$ cat config.mk
export PLATFORM = sky130hd
export DESIGN_NAME = seq_alu_driver
export DESIGN_NICKNAME = d
export VERILOG_FILES = /design/src/rtl/seq_alu_driver.sv
export SDC_FILE = /design/constraint.sdc
export NUM_CORES = 1
export LEC_CHECK = 0
export ABC_CLOCK_PERIOD_IN_PS = 7500
export CAP_MARGIN = 20
export CORE_MARGIN = 3
export CORE_UTILIZATION = 60
export CTS_CLUSTER_SIZE = 8
export DETAILED_ROUTE_END_ITERATION = 7
export PLACE_DENSITY_LB_ADDON = 0.15
export SYNTH_ARGS = -nofsm -noshare
export SYNTH_HDL_FRONTEND = slang
export SYNTH_SLANG_ARGS = --single-unit
$ cat constraint.sdc
create_clock -name clk -period 7.5 [get_ports clk]
set_input_delay 1.875 -clock clk [delete_from_list [all_inputs] [get_ports clk]]
set_output_delay 1.875 -clock clk [all_outputs]
set_load 0.01 [all_outputs]
$ cat src/rtl/seq_alu_driver.sv
// Multi-cycle ALU front end feeding the accumulator load interface (alout/idac).
// One opcode per accepted start; MUL is a WIDTH-step shift-add, everything else is single-step.
module seq_alu_driver #(
  parameter int unsigned WIDTH = 8
) (
  input  logic             clk,
  input  logic             rst,
  input  logic             start,
  input  logic [2:0]       opcode,
  input  logic [WIDTH-1:0] acout,
  input  logic [WIDTH-1:0] bus_in,
  output logic [WIDTH-1:0] alout,
  output logic             idac,
  output logic             busy,
  output logic             carry,
  output logic             zero
);

  localparam int unsigned PW    = 2 * WIDTH;
  localparam int unsigned CNT_W = $clog2(WIDTH) + 1;

  localparam logic [2:0] OP_ADD = 3'd0;
  localparam logic [2:0] OP_SUB = 3'd1;
  localparam logic [2:0] OP_AND = 3'd2;
  localparam logic [2:0] OP_OR  = 3'd3;
  localparam logic [2:0] OP_XOR = 3'd4;
  localparam logic [2:0] OP_SHL = 3'd5;
  localparam logic [2:0] OP_SHR = 3'd6;
  localparam logic [2:0] OP_MUL = 3'd7;

  typedef enum logic [1:0] {IDLE, CALC, DONE} state_e;

  state_e           state_q, state_d;
  logic [2:0]       op_q, op_d;
  logic [PW-1:0]    a_q, a_d;
  logic [WIDTH-1:0] b_q, b_d;
  logic [PW-1:0]    prod_q, prod_d;
  logic [CNT_W-1:0] cnt_q, cnt_d;
  logic [WIDTH-1:0] alout_q, alout_d;
  logic             carry_q, carry_d;
  logic             zero_q, zero_d;
  logic             idac_q, idac_d;
  logic             busy_q, busy_d;

  logic [WIDTH-1:0] a_lo;
  logic [PW-1:0]    prod_step;
  logic [WIDTH:0]   res_ext;
  logic             finish;

  // Result datapath: res_ext = {flag, WIDTH-bit result}
  always_comb begin
    a_lo      = a_q[WIDTH-1:0];
    prod_step = prod_q + (b_q[0] ? a_q : '0);
    res_ext   = '0;
    case (op_q)
      OP_ADD:  res_ext = {1'b0, a_lo} + {1'b0, b_q};
      OP_SUB:  res_ext = {1'b0, a_lo} - {1'b0, b_q};
      OP_AND:  res_ext = {1'b0, a_lo & b_q};
      OP_OR:   res_ext = {1'b0, a_lo | b_q};
      OP_XOR:  res_ext = {1'b0, a_lo ^ b_q};
      OP_SHL:  res_ext = {a_lo, 1'b0};
      OP_SHR:  res_ext = {a_lo[0], 1'b0, a_lo[WIDTH-1:1]};
      OP_MUL:  res_ext = {|prod_step[PW-1:WIDTH], prod_step[WIDTH-1:0]};
      default: res_ext = '0;
    endcase
  end

  // Next-state and output-register logic
  always_comb begin
    state_d = state_q;
    op_d    = op_q;
    a_d     = a_q;
    b_d     = b_q;
    prod_d  = prod_q;
    cnt_d   = cnt_q;
    alout_d = alout_q;
    carry_d = carry_q;
    zero_d  = zero_q;
    idac_d  = 1'b0;
    busy_d  = busy_q;
    finish  = 1'b0;
    case (state_q)
      IDLE: begin
        if (start) begin
          op_d    = opcode;
          a_d     = PW'(acout);
          b_d     = bus_in;
          prod_d  = '0;
          cnt_d   = '0;
          busy_d  = 1'b1;
          state_d = CALC;
        end
      end
      CALC: begin
        if (op_q == OP_MUL) begin
          prod_d = prod_step;
          a_d    = a_q << 1;
          b_d    = b_q >> 1;
          cnt_d  = cnt_q + CNT_W'(1);
          finish = (cnt_q == CNT_W'(WIDTH - 1));
        end else begin
          finish = 1'b1;
        end
        if (finish) begin
          alout_d = res_ext[WIDTH-1:0];
          carry_d = res_ext[WIDTH];
          zero_d  = (res_ext[WIDTH-1:0] == '0);
          idac_d  = 1'b1;
          state_d = DONE;
        end
      end
      DONE: begin
        busy_d  = 1'b0;
        state_d = IDLE;
      end
      default: state_d = IDLE;
    endcase
  end

  always_ff @(posedge clk or posedge rst) begin
    if (rst) begin
      state_q <= IDLE;
      op_q    <= '0;
      a_q     <= '0;
      b_q     <= '0;
      prod_q  <= '0;
      cnt_q   <= '0;
      alout_q <= '0;
      carry_q <= 1'b0;
      zero_q  <= 1'b0;
      idac_q  <= 1'b0;
      busy_q  <= 1'b0;
    end else begin
      state_q <= state_d;
      op_q    <= op_d;
      a_q     <= a_d;
      b_q     <= b_d;
      prod_q  <= prod_d;
      cnt_q   <= cnt_d;
      alout_q <= alout_d;
      carry_q <= carry_d;
      zero_q  <= zero_d;
      idac_q  <= idac_d;
      busy_q  <= busy_d;
    end
  end

  assign alout = alout_q;
  assign idac  = idac_q;
  assign busy  = busy_q;
  assign carry = carry_q;
  assign zero  = zero_q;

endmodule

==> flow_metrics.tcl <==
set metrics [dict create \
    via_per_inst 6.103 \
    io_pins 34 \
    timing.hold.ws_ps 475.7 \
    r2r_end "carry" \
    antennaDiodeCount 0 \
    dp_hpwl_mm 7.921 \
    r2r-start "b_q[0]" \
    grt_antenna_before_repair 0 \
    grt_max_degree 62 \
    cts.clk_slew.worst_paths_ps 70 \
    synth_cell_types 55 \
    cp.arrival_ps 4230 \
    avgSynthCellArea_sq_um 8.265 \
    core_sq_um 6944 \
    finalSetupViolations 0 \
    fillCellCount 541 \
    period_share 0.5303 \
    gr-total-overflow 0 \
    endpoint_kind "flip-flop" \
    ff2ff_path_depth 13 \
    cts_setup_buffers 0 \
    hold_violations 0 \
    drv_slew 0 \
    htreeDepth 3 \
    synth_warnings 0 \
    critPathLaunch "start" \
    crit_cells 5 \
    cp_max_fo 28 \
    slew_headroom 0.3089 \
    start_util 0.6332 \
    synth-seq-cells 61 \
    holdBufCountCts 0 \
    wirelength_mm 10.95 \
    dr.pass1.iters 5 \
    place_congestion 0.8933 \
    syn_area_sq_um 4397 \
    drv_cap 0 \
    port_buffers 33 \
    grt_pass1_wl_mm 18.44 \
    crit_end "a_q[7]" \
    max_stage_delay_ps 930 \
    path_cells "clkdlybuf4s50_1 -> nand3_1 -> nand2_1 -> nor2_1 -> a31oi_1" \
    cp-start-kind "input port" \
    slowest_stage "nand2_1" \
    hold_class "reg -> reg" \
    grtUsageTotal 0.2762 \
    skew_ps 13.50 \
    die_h_um 91.60 \
    r2r_setup_slack_ps 3920 \
    path_delay_family "simple AND/OR/NAND/NOR gates" \
    fin_crit_ps 3977 \
    ant_nets 0 \
    clock.fmax_ghz 0.2514 \
    clockRootBuffer "clkbuf_8" \
    leakage_nw 2.388 \
    tightest_slew_ps 1036 \
    critPathBufInv 1 \
    total_power_mw 2.225 \
    rows 30 \
    placed_cells 642 \
    clk_latency_ps 350 \
    crit_required_ps 7750 \
    drive_gt1_frac 0.05861 \
    synth-seq-area-share 0.3472 \
    critPathKind "in -> reg" \
    first_iter_violations 346 \
    powerDensity_nw_per_um2 444.8 \
    cts_tree "built" \
    stdcell_count 659 \
    syn-num-nets 597 \
    status "complete, no violations" \
    cts_sinks 61 \
    nets 623 \
    syn_inst 532 \
    routedWlPerCell_um 16.61 \
    post-place-ws_ps 3203 \
    grt_pass1_vias 3858 \
    layout_commonest_cell "nand2_1" \
    die_w_um 91.60 \
    areaGrowthSynthToFinish_pct 13.77 \
    ys_async_sr_fraction 1.000 \
    synthFlopType "dfrtp_1" \
    clockBufferDepth 2 \
    die_area_sq_um 8391 \
    rsz0062_at_grt "no" \
    post_cts_resized 0 \
    finalWorstSetupSlack_ps 3523 \
    vdd_drop_max_v 0.0002572 \
    layout_common_cells "nand2_1 (96), dfrtp_1 (61), o21ai_0 (42)" \
    setup_tns_ps 0 \
    synth_edf_count 0 \
    drc_errors 0 \
    vias 4022 \
    numCtsBuffers 9 \
]
power breakdown:
part           total (mW)  switching (mW)  internal [mW]
clock               0.331           0.142          0.189
sequential          0.573           0.149          0.424
combinational        1.32           0.764          0.557
synth_stat cells (2+ instances only):
master | instances | share of area
nand2_1 | 96 | 0.082
dfrtp_1 | 61 | 0.35
o21ai_0 | 42 | 0.048
ha_1 | 41 | 0.12
nor2_1 | 41 | 0.035
inv_1 | 34 | 0.029
a21oi_1 | 26 | 0.030
nand3_1 | 23 | 0.026
xnor2_1 | 17 | 0.034
a31oi_1 | 16 | 0.023
clkbuf_1 | 14 | 0.012
xor2_1 | 11 | 0.022
and2_1 | 10 | 0.014
a21o_1 | 9 | 0.015
and3_1 | 7 | 0.010
buf_2 | 7 | 0.0080
o31ai_1 | 7 | 0.012
mux2i_1 | 5 | 0.011
o22ai_1 | 5 | 0.0071
a221oi_1 | 4 | 0.0080
nand4_1 | 4 | 0.0057
nor3_1 | 4 | 0.0046
or3_1 | 4 | 0.0057
nor2b_1 | 3 | 0.0043
o32ai_1 | 3 | 0.0060
a2111oi_2 | 2 | 0.0068
a211oi_1 | 2 | 0.0034
a21oi_2 | 2 | 0.0040
and4_1 | 2 | 0.0040
fa_1 | 2 | 0.0091
mux4_2 | 2 | 0.010
o21ai_1 | 2 | 0.0023
o21ai_2 | 2 | 0.0040
worst min-delay path by stage:
stage,cells after the start,to,from
6_report,2,alout[3],alout[3]
5_1_grt,2,alout[3],alout[3]
4_1_cts,2,alout[3],alout[3]
3_5_place_dp,2,alout[3],alout[3]
3_3_place_gp,2,alout[4],alout[4]
2_1_floorplan,2,a_q[15],a_q[15]
cells by family after synthesis:
family                     Yosys count  synth area share
xor gates and xnor gates            28           0.05578
DFF                                 61            0.3472
adders and majority gates           43            0.1258
buffers and inverters               57           0.05065
muxes                                7           0.02163
AOI/OAI and AO/OA                  138            0.2012
and+or+nand+nor                    198            0.1978
final cells by class:
cell class | count | area [sq um] | area share
clock buffer | 9 | 123.9 | 0.02476
clock inverter | 7 | 96.34 | 0.01926
tap | 96 | 120.1 | 0.02401
multi-input combinational | 414 | 2648 | 0.5293
timing repair buffer | 36 | 352.8 | 0.07054
sequential | 61 | 1526 | 0.3052
inverter | 36 | 135.1 | 0.02701
registers in the layout, summed over array words and instances (netlist names):
signal,count
carry,1
state_q,2
cnt_q,4
alout,8
zero,1
b_q,8
op_q,3
a_q,16
prod_q,16
idac,1
busy,1
metal layers:
| metal | part of all wire | GRT usage | vias up |
|---|---|---|---|
| li1 | - | - | 1911 |
| met1 | 0.44 | 0.3762 | 1910 |
| met2 | 0.47 | 0.4467 | 174 |
| met3 | 0.066 | 0.03728 | 27 |
| met4 | 0.022 | 0.1043 | 0 |
| met5 | 0 | 0 | - |
worst register-to-register path: cells and delay by family, from the launching register on:
kind                     cells  cell delay (ps)
XOR/XNOR                     1              190
adder cells (fa/ha/maj)      2              890
AO/OA/AOI/OAI                5              930
flip-flops                   1              590
buffers and inverters        1              430
AND/OR/NAND/NOR              4              460
metrics by stage:
| step | area [sq um] | util |
|---|---|---|
| 3_5_place_dp | 4775 | 0.6876 |
| 3_3_place_gp | 4775 | 0.6876 |
| 6_report | 5002 | 0.7204 |
| 5_1_grt | 5002 | 0.7204 |
| 4_1_cts | 4995 | 0.7193 |
| 2_1_floorplan | 4397 | - |
(Power assumes the default switching activity.)
